### config.mk
export PLATFORM = sky130hd
export DESIGN_NAME = ooo_reorder_buffer_flat
export DESIGN_NICKNAME = d
export VERILOG_FILES = /design/src/rtl/ooo_reorder_buffer_pkg.sv /design/src/rtl/ooo_reorder_buffer_if.sv /design/src/rtl/ooo_rob_lookup.sv /design/src/rtl/ooo_reorder_buffer.sv /design/src/flat_wrapper.sv
export SDC_FILE = /design/constraint.sdc
export NUM_CORES = 1
export LEC_CHECK = 0
export CORE_ASPECT_RATIO = 0.7
export CORE_MARGIN = 3
export CORE_UTILIZATION = 35
export CTS_CLUSTER_DIAMETER = 60
export DETAILED_ROUTE_END_ITERATION = 6
export GPL_ROUTABILITY_DRIVEN = 0
export PLACE_DENSITY = 0.64
export SLEW_MARGIN = 20
export SYNTH_ARGS = -nofsm -noshare
export SYNTH_HDL_FRONTEND = slang
export SYNTH_SLANG_ARGS = --single-unit
### constraint.sdc
create_clock -name clk_i -period 3.6 [get_ports clk_i]
set_input_delay 0.9 -clock clk_i [delete_from_list [all_inputs] [get_ports clk_i]]
set_output_delay 0.9 -clock clk_i [all_outputs]
set_load 0.02 [all_outputs]
### src/rtl/ooo_reorder_buffer_pkg.sv
`default_nettype none
// ooo_reorder_buffer_pkg: shared widths, ROB tag types and the dispatch/result/commit/entry records.
// Rev 1.0
package ooo_reorder_buffer_pkg;

  localparam int ROB_SIZE       = 8;
  localparam int DATA_WIDTH     = 32;
  localparam int PC_WIDTH       = 32;
  localparam int REG_ADDR_WIDTH = 5;
  localparam int CAUSE_WIDTH    = 4;
  localparam int ROB_ADDR_WIDTH = $clog2(ROB_SIZE);
  localparam int ROB_CNT_WIDTH  = ROB_ADDR_WIDTH + 1;

  typedef logic [ROB_ADDR_WIDTH-1:0] rob_tag_t;
  typedef logic [ROB_CNT_WIDTH-1:0]  rob_cnt_t;

  typedef struct packed {
    logic                      valid;
    rob_tag_t                  rob_tag;
    logic [PC_WIDTH-1:0]       pc;
    logic [REG_ADDR_WIDTH-1:0] rd_addr;
    logic                      rd_write_en;
  } ooo_dispatch_t;

  typedef struct packed {
    logic                   valid;
    rob_tag_t               rob_tag;
    logic [DATA_WIDTH-1:0]  data;
    logic                   exception_valid;
    logic [CAUSE_WIDTH-1:0] exception_cause;
  } ooo_result_t;

  typedef struct packed {
    logic                      valid;
    rob_tag_t                  rob_tag;
    logic [PC_WIDTH-1:0]       pc;
    logic [REG_ADDR_WIDTH-1:0] rd_addr;
    logic                      rd_write_en;
    logic [DATA_WIDTH-1:0]     result;
    logic                      exception_valid;
    logic [CAUSE_WIDTH-1:0]    exception_cause;
  } ooo_commit_t;

  typedef struct packed {
    logic                      valid;
    logic                      done;
    logic [PC_WIDTH-1:0]       pc;
    logic [REG_ADDR_WIDTH-1:0] rd_addr;
    logic                      rd_write_en;
    logic [DATA_WIDTH-1:0]     data;
    logic                      exception_valid;
    logic [CAUSE_WIDTH-1:0]    exception_cause;
  } rob_entry_t;

  // ROB_SIZE is a power of two, so natural overflow of the tag is the wrap.
  function automatic rob_tag_t rob_next(input rob_tag_t ptr);
    return ptr + 1'b1;
  endfunction

endpackage
`default_nettype wire

### src/rtl/ooo_reorder_buffer_if.sv
`default_nettype none
// ooo_reorder_buffer_if: dispatch, writeback, operand lookup and commit signals of the ROB.
// Rev 1.0
interface ooo_reorder_buffer_if;
  import ooo_reorder_buffer_pkg::*;

  ooo_dispatch_t                    dispatch_i;
  logic                             dispatch_ready_o;
  rob_tag_t                         alloc_tag_o;
  ooo_result_t                      result_i;
  rob_tag_t [1:0]                   lookup_tag_i;
  logic [1:0]                       lookup_ready_o;
  logic [1:0][DATA_WIDTH-1:0]       lookup_data_o;
  ooo_commit_t                      commit_o;
  logic                             commit_ready_i;
  logic                             flush_i;
  logic                             flush_o;
  rob_cnt_t                         count_o;

  modport master (
    output dispatch_i, result_i, lookup_tag_i, commit_ready_i, flush_i,
    input  dispatch_ready_o, alloc_tag_o, lookup_ready_o, lookup_data_o,
           commit_o, flush_o, count_o
  );

  modport slave (
    input  dispatch_i, result_i, lookup_tag_i, commit_ready_i, flush_i,
    output dispatch_ready_o, alloc_tag_o, lookup_ready_o, lookup_data_o,
           commit_o, flush_o, count_o
  );

endinterface
`default_nettype wire

### src/rtl/ooo_rob_lookup.sv
`default_nettype none
// ooo_rob_lookup: operand read of one ROB entry with same-cycle CDB bypass.
// Rev 1.0
module ooo_rob_lookup
  import ooo_reorder_buffer_pkg::*;
(
  input  rob_tag_t              tag,
  input  logic                  entry_valid,
  input  logic                  entry_done,
  input  logic [DATA_WIDTH-1:0] entry_data,
  input  logic                  result_valid,
  input  rob_tag_t              result_tag,
  input  logic [DATA_WIDTH-1:0] result_data,
  output logic                  ready,
  output logic [DATA_WIDTH-1:0] data
);

  // A writeback to an unallocated entry is dropped by the ROB, so it must not bypass either.
  always_comb begin
    ready = 1'b0;
    data  = '0;
    if (entry_valid) begin
      if (result_valid && (result_tag == tag)) begin
        ready = 1'b1;
        data  = result_data;
      end else if (entry_done) begin
        ready = 1'b1;
        data  = entry_data;
      end
    end
  end

endmodule
`default_nettype wire

### src/rtl/ooo_reorder_buffer.sv
`default_nettype none
// ooo_reorder_buffer: circular re-order buffer; allocates tags, collects writebacks, commits in order.
// Rev 1.0
module ooo_reorder_buffer
  import ooo_reorder_buffer_pkg::*;
(
  input  logic                 clk_i,
  input  logic                 rst_i,
  ooo_reorder_buffer_if.slave  rob
);

  rob_entry_t entries [ROB_SIZE];
  rob_tag_t   head;
  rob_tag_t   tail;
  rob_cnt_t   count;
  logic       flush_q;

  rob_entry_t head_entry;
  logic       commit_valid;
  logic       commit_fire;
  logic       exc_fire;
  logic       dispatch_fire;
  logic       result_hit;
  logic       unused_dispatch_tag;

  assign head_entry    = entries[head];
  // Gated by rst_i so nothing retires while the ROB is being reset.
  assign commit_valid  = head_entry.valid & head_entry.done & ~rst_i;
  assign commit_fire   = commit_valid & rob.commit_ready_i;
  assign exc_fire      = commit_fire & head_entry.exception_valid;
  assign dispatch_fire = rob.dispatch_i.valid & rob.dispatch_ready_o;
  assign result_hit    = rob.result_i.valid & entries[rob.result_i.rob_tag].valid;

  assign rob.dispatch_ready_o = (count != rob_cnt_t'(ROB_SIZE));
  assign rob.alloc_tag_o      = tail;
  assign rob.count_o          = count;
  assign rob.flush_o          = flush_q;
  assign unused_dispatch_tag  = ^rob.dispatch_i.rob_tag;

  always_comb begin
    rob.commit_o = '0;
    if (commit_valid) begin
      rob.commit_o.valid           = 1'b1;
      rob.commit_o.rob_tag         = head;
      rob.commit_o.pc              = head_entry.pc;
      rob.commit_o.rd_addr         = head_entry.rd_addr;
      rob.commit_o.rd_write_en     = head_entry.rd_write_en;
      rob.commit_o.result          = head_entry.data;
      rob.commit_o.exception_valid = head_entry.exception_valid;
      rob.commit_o.exception_cause = head_entry.exception_cause;
    end
  end

  always_ff @(posedge clk_i) begin
    if (rst_i) begin
      for (int i = 0; i < ROB_SIZE; i++) begin
        entries[i] <= '0;
      end
      head    <= '0;
      tail    <= '0;
      count   <= '0;
      flush_q <= 1'b0;
    end else begin
      flush_q <= exc_fire & ~rob.flush_i;
      if (rob.flush_i || exc_fire) begin
        for (int i = 0; i < ROB_SIZE; i++) begin
          entries[i].valid <= 1'b0;
          entries[i].done  <= 1'b0;
        end
        head  <= '0;
        tail  <= '0;
        count <= '0;
      end else begin
        if (result_hit) begin
          entries[rob.result_i.rob_tag].data            <= rob.result_i.data;
          entries[rob.result_i.rob_tag].exception_valid <= rob.result_i.exception_valid;
          entries[rob.result_i.rob_tag].exception_cause <= rob.result_i.exception_cause;
          entries[rob.result_i.rob_tag].done            <= 1'b1;
        end
        if (commit_fire) begin
          entries[head].valid <= 1'b0;
          entries[head].done  <= 1'b0;
          head                <= rob_next(head);
        end
        // Not full means tail never aliases a live head entry.
        if (dispatch_fire) begin
          entries[tail].valid           <= 1'b1;
          entries[tail].done            <= 1'b0;
          entries[tail].pc              <= rob.dispatch_i.pc;
          entries[tail].rd_addr         <= rob.dispatch_i.rd_addr;
          entries[tail].rd_write_en     <= rob.dispatch_i.rd_write_en;
          entries[tail].data            <= '0;
          entries[tail].exception_valid <= 1'b0;
          entries[tail].exception_cause <= '0;
          tail                          <= rob_next(tail);
        end
        case ({dispatch_fire, commit_fire})
          2'b10:   count <= count + 1'b1;
          2'b01:   count <= count - 1'b1;
          default: count <= count;
        endcase
      end
    end
  end

  for (genvar k = 0; k < 2; k++) begin : g_lookup
    ooo_rob_lookup u_lookup (
      .tag          (rob.lookup_tag_i[k]),
      .entry_valid  (entries[rob.lookup_tag_i[k]].valid),
      .entry_done   (entries[rob.lookup_tag_i[k]].done),
      .entry_data   (entries[rob.lookup_tag_i[k]].data),
      .result_valid (rob.result_i.valid),
      .result_tag   (rob.result_i.rob_tag),
      .result_data  (rob.result_i.data),
      .ready        (rob.lookup_ready_o[k]),
      .data         (rob.lookup_data_o[k])
    );
  end

endmodule
`default_nettype wire

### src/flat_wrapper.sv
// flat-port wrapper written by rule: the top's interface ports become plain ports
module ooo_reorder_buffer_flat import ooo_reorder_buffer_pkg::*;
  (clk_i, rst_i, rob_dispatch_i, rob_result_i, rob_lookup_tag_i, rob_commit_ready_i, rob_flush_i, rob_dispatch_ready_o, rob_alloc_tag_o, rob_lookup_ready_o, rob_lookup_data_o, rob_commit_o, rob_flush_o, rob_count_o);
  ooo_reorder_buffer_if rob_i ();
  input  logic clk_i;
  input  logic rst_i;
  input wire logic [$bits(rob_i.dispatch_i)-1:0] rob_dispatch_i;
  input wire logic [$bits(rob_i.result_i)-1:0] rob_result_i;
  input wire logic [$bits(rob_i.lookup_tag_i)-1:0] rob_lookup_tag_i;
  input wire logic [$bits(rob_i.commit_ready_i)-1:0] rob_commit_ready_i;
  input wire logic [$bits(rob_i.flush_i)-1:0] rob_flush_i;
  output wire logic [$bits(rob_i.dispatch_ready_o)-1:0] rob_dispatch_ready_o;
  output wire logic [$bits(rob_i.alloc_tag_o)-1:0] rob_alloc_tag_o;
  output wire logic [$bits(rob_i.lookup_ready_o)-1:0] rob_lookup_ready_o;
  output wire logic [$bits(rob_i.lookup_data_o)-1:0] rob_lookup_data_o;
  output wire logic [$bits(rob_i.commit_o)-1:0] rob_commit_o;
  output wire logic [$bits(rob_i.flush_o)-1:0] rob_flush_o;
  output wire logic [$bits(rob_i.count_o)-1:0] rob_count_o;
  assign rob_i.dispatch_i = rob_dispatch_i;
  assign rob_i.result_i = rob_result_i;
  assign rob_i.lookup_tag_i = rob_lookup_tag_i;
  assign rob_i.commit_ready_i = rob_commit_ready_i;
  assign rob_i.flush_i = rob_flush_i;
  assign rob_dispatch_ready_o = rob_i.dispatch_ready_o;
  assign rob_alloc_tag_o = rob_i.alloc_tag_o;
  assign rob_lookup_ready_o = rob_i.lookup_ready_o;
  assign rob_lookup_data_o = rob_i.lookup_data_o;
  assign rob_commit_o = rob_i.commit_o;
  assign rob_flush_o = rob_i.flush_o;
  assign rob_count_o = rob_i.count_o;
  ooo_reorder_buffer u_core (.clk_i(clk_i), .rst_i(rst_i), .rob(rob_i));
endmodule
### After elaboration in Yosys (flattened, before gate mapping)

Memory sizes are Yosys's and may differ from the RTL's. A register that Yosys moved wholly into a read port is not among the register bits.
Cells that the tools add are included.

| word-level totals | value |
|---|---|
| word-level logic and storage cells | 105 |
| output and inout bits | 154 |
| memories kept | 1 |
| memory bits (read-only) | 0 |
| input port bits | 93 |
| register bits after elaboration | 11 |
| bits in writable memories | 616 |
| latch bits | 0 |

Memories:

| name | words | bits a word | read ports | clocked after memory_dff | write ports | RTL line | RTL |
|---|---|---|---|---|---|---|---|
| u_core.entries | 8 | 77 | 4 | 1 | 8 | ooo_reorder_buffer.sv:12 | `rob_entry_t entries [ROB_SIZE];` |

| operators by class | value |
|---|---|
| shift operators | 0 |
| mux-type cells | 58 |
| $mul | 0 |
| bitwise operators | 25 |
| $add $sub $neg | 4 |
| equality and inequality tests | 5 |
| divide/modulo/power cells | 0 |
| reduce and logical (&&, ||, !) cells | 8 |
| order comparisons | 0 |

Operator list:

| cell | number |
|---|---|
| $mux W77 | 3 |
| $reduce_or A77 Y1 | 3 |
| $mux W32 | 6 |
| $mux W79 | 1 |
| $mux W1 | 39 |
| $mux W3 | 7 |
| $or A1 B1 Y1 | 16 |
| $pmux W4 S2 | 1 |
| $and A1 B1 Y1 | 7 |
| $add A3 B1 Y3 const B | 2 |
| $eq A3 B3 Y1 | 2 |
| $add A4 B1 Y4 const B | 1 |
| $mux W4 | 1 |
| $ne A4 B4 Y1 const B | 1 |
| $sub A4 B1 Y4 const B | 1 |
| $eq A2 B1 Y1 const B | 1 |
| $eq A2 B2 Y1 const B | 1 |
| $logic_and A1 B1 Y1 | 2 |
| $not A1 Y1 | 2 |
| $reduce_bool A2 Y1 | 1 |
| $reduce_or A2 Y1 | 1 |
| $logic_or A1 B1 Y1 | 1 |

### Longest topological paths before layout

| depth | value |
|---|---|
| word-level depth | 10 |
| mapped depth | 11 |
| depth with buffers taken out | 10 |

### Modules after synthesis

From an unflattened synthesis, not the netlist that was laid out.

| unflattened totals | value |
|---|---|
| cells, all modules | 3377 |
| area total of the unflattened synthesis | 36140.9 um^2 |

Modules (own cells, without submodules):

| module | instances | sequential area each (um^2) | cells each | area each (um^2) |
|---|---|---|---|---|
| ooo_reorder_buffer | 1 | 15655.0 | 3149 | 34704.5 |
| ooo_rob_lookup | 2 | 0.0 | 114 | 718.2 |

### Least setup slack after synthesis

OpenSTA, ideal clock, no wires.

| timing | value |
|---|---|
| path type | input-to-output |
| start | in rob_lookup_tag_i[3] |
| end | out rob_lookup_data_o[55] |
| buffers on the path | 4 |
| required time | 2.700 ns |
| slack | -0.323 ns |
| cell stages on the path | 7 |
| arrival time | 3.023 ns |
| path through | buf_2 > buf_2 > clkbuf_1 > clkbuf_1 > mux4_2 > mux2i_1 > a211oi_1 |

| on the way | value |
|---|---|
| word-level cells in the longest chain between the ends | 4 |
| elaborated cells between the ends (all ways) | 6 |
| those cells by class | 1 x eq/ne; 3 x mux; 1 x reduce/logical; 1 x memory |

Ends and longest elaborated chain:

| what | RTL line | RTL |
|---|---|---|
| start, declared | flat_wrapper.sv:9 | `input wire logic [$bits(rob_i.lookup_tag_i)-1:0] rob_lookup_tag_i;` |
| $mem_v2 Z8 W77 / $eq A3 B3 Y1 (equally long branches) | n/a |  |
| $mux W32 / $logic_and A1 B1 Y1 (equally long branches) | ooo_rob_lookup.sv:26, ooo_rob_lookup.sv:23 |  |
| $mux W32 | ooo_rob_lookup.sv:23 | `if (result_valid && (result_tag == tag)) begin` |
| $mux W32 (*) | ooo_rob_lookup.sv:22 | `if (entry_valid) begin` |
| end, declared | flat_wrapper.sv:15 | `output wire logic [$bits(rob_i.lookup_data_o)-1:0] rob_lookup_data_o;` |

Every way passes the cells marked *; elsewhere a longest branch is shown, timed or not.

### Final worst setup path

| timing | value |
|---|---|
| start | in rob_lookup_tag_i[0] |
| end | out rob_lookup_data_o[21] |

Same word-level chain as after synthesis.

==> run metrics <==
Die Span Y 268 um; Final Non-Filler Cells 4623; Fmax 282 MHz; ranking of synthesized cells by area edfxtp_1, dfxtp_1, mux4_2, and2_1, a21oi_1; CP arrival 2.65 ns; Min-Delay Path Class reg -> reg; layout cells sized above 1 29.9%; vias in the first global route 26000; largest net degree at the start of global routing 267; Inst Count DP 4453; Final #Nets 3350; Post-Syn Area 34400 um2; CP Max Fanout 16; status completed; wire per inst 25.1 um; Startpoint Class primary input; Die W 381 um; measured slew at the worst slew-check pin 1.34 ns; DRT Wirelength 116 mm; top-count cell post-synth dfxtp_1; H-tree levels 3; Max-cap violations 0; CP cell instances buf_6 -> mux4_2 -> mux2i_4 -> a21o_4 -> buf_4 -> buf_16 -> a211oi_2 -> clkdlybuf4s15_1; Mean Syn Cell Area 11.6 um2; Clock transition at path regs 0.06 ns; minimum clock period 3.55 ns; initial cell density of the core 35.6%; Final Hold Fails 0; final number of setup-violating endpoints 0; I/O Buffers 243; Slew Viols, Final 0; final instance area 42900 um2; Most used DFF post-synth dfxtp_1; Cell Rows 95; total number of vias 26200; Worst setup EP type primary output; post-synth net total 3069; CTS Sinks 630; Leakage 14.6 nW; Fillers 8767; Post-synth EDFFs 304; CP max stage cell mux4_2; RSZ-0062 raised after global routing yes; Power Dens Cells 379 nW/um2; CTS Hold Bufs 0; gr ovfl total 0; clk_skew 0.0395 ns; relative slew slack 10.8%; Post-synth ARST share 0%; initial antenna violation count 10; Layout area overhead 24.8%; DR iter-0 viols 2936; CTS Buf Count 72; Area after DPL 40100 um2; hpwl dp 68.3 mm; Routed Antenna Nets 0; Core Region 96600 um2; clock root buffer clkbuf_16; leading area contributor after synthesis edfxtp_1; GR Util All Layers 22.2%; CP max stage delay 0.55 ns; clock buffer depth 3; DRC 0; post-synthesis sequential area ratio 45.5%; Via density 5.67; Worst-Skew Late Latency 0.62 ns; crit share post-route 98.7%; Peak VDD IR 298 uV; setup TNS 0 ns; register bit total from synthesis 630; first-pass GRT wire length 172 mm; die area 102000 um2; CP required 2.70 ns; Ports 247; Hold WS 0.485 ns; Setup Crit Path Kind in -> out; Distinct cells, synth 55; post-synthesis instance total 2972; R2R Setup Slk 0.35 ns; CTS tree yes; Yosys warnings 0; Tot Pwr 16.3 mW; Commonest cells post-synth dfxtp_1, nand2_1, and2_1, a21oi_1, edfxtp_1; top-area cell type share of the netlist area 26.6%; Pre-antenna DRT Iters 7
-- metal layers --
metal | vias to the layer above | global-route usage, % | part of all wire [%]
li1 | 11500 | - | -
met1 | 13300 | 32.1 | 44
met2 | 1262 | 32.7 | 43
met3 | 178 | 5.82 | 10
met4 | 8 | 6.03 | 2.3
met5 | - | 0 | 0.042
-- final timing paths --
path / start / endpoint / depth (start not counted)
setup / recovery: rob_lookup_tag_i[0] / rob_lookup_data_o[21] / 8
hold / removal: u_core.entries[1][4]$_SDFFE_PN0P_ / u_core.entries[1][4]$_SDFFE_PN0P_ / 2
setup reg to reg: register / u_core.entries[5][33]$_SDFFE_PP0P_ / 9
hold reg to reg: u_core.entries[1][4]$_SDFFE_PN0P_ / u_core.entries[1][4]$_SDFFE_PN0P_ / 2
-- power breakdown --
group | internal [mW] | switching (mW) | leakage (nW)
clock | 4.46 | 3.14 | 1.18
combinational | 0.432 | 0.567 | 7.69
sequential | 7.63 | 0.0388 | 5.78
total | 12.5 | 3.74 | 14.6
-- cell families (layout without fill, tap and decap cells) --
kind of cell | after synthesis | count (layout) | share of synthesized area, %
adder cells (fa/ha/maj) | 4 | 4 | 0.146
other | 0 | 5 | 0
AND/OR/NAND/NOR | 1145 | 1145 | 19.3
flip-flops | 630 | 630 | 45.5
buffers and inverters | 329 | 666 | 4.42
XOR/XNOR | 12 | 12 | 0.306
multiplexers | 441 | 441 | 23.3
AO/OA/AOI/OAI | 411 | 411 | 7.01
-- flip-flops by register name (all words and copies together), names as in the netlist, named ones only --
register / count
u_core.rob.count_o: 4
u_core.head: 3
u_core.entries: 616
u_core.rob.flush_o: 1
u_core.rob.alloc_tag_o: 3
-- layout make-up --
type	instances	area, um2	share of cell area (%)
sequential	630	15700	36.5
antenna	5	12.5	0.0292
tap	1309	1640	3.82
clock inverter	35	422	0.983
inverter	7	26.3	0.0613
clock buffer	95	2000	4.66
timing repair buffer	529	5320	12.4
multi-input combinational	2013	17800	41.5
-- placed cells by master (no fill, tap or decap), drive strengths merged, types with 13 or more instances in the layout --
cell type and count:
clkdlybuf4s15 32, clkinv 21, a211oi 69, edfxtp 304, inv 13, mux2i 152, or3b 149, nand3b 152
clkdlybuf4s50 87, a21oi 310, buf 388, clkbuf 112, dfxtp 326, nand2 323, and2 309, mux4 286
nor2 162
-- worst max-delay path, delay by kind of cell --
kind	cells	cell delay [ns]
compound gates	2	0.26
mux	2	0.74
buf+inv	4	0.75
-- what timing repair did --
| action | CTS | global route |
|---|---|---|
| pin swaps | 5 | 8 |
| endpoints found under the setup margin | 143 | 117 |
| cloned | 7 | 3 |
| setup buffers | 23 | 6 |
| gates resized for setup | 597 | 78 |
-- stage by stage --
stage | util, % | setup WS, ns
floorplan | - | -0.0389
global placement | 41.4 | -0.494
detailed placement | 41.4 | -0.515
CTS | 44.3 | -0.0955
global route | 44.4 | -0.0275
finish | 44.4 | 0.0486
No activity file was read; power rests on OpenSTA's default activity.
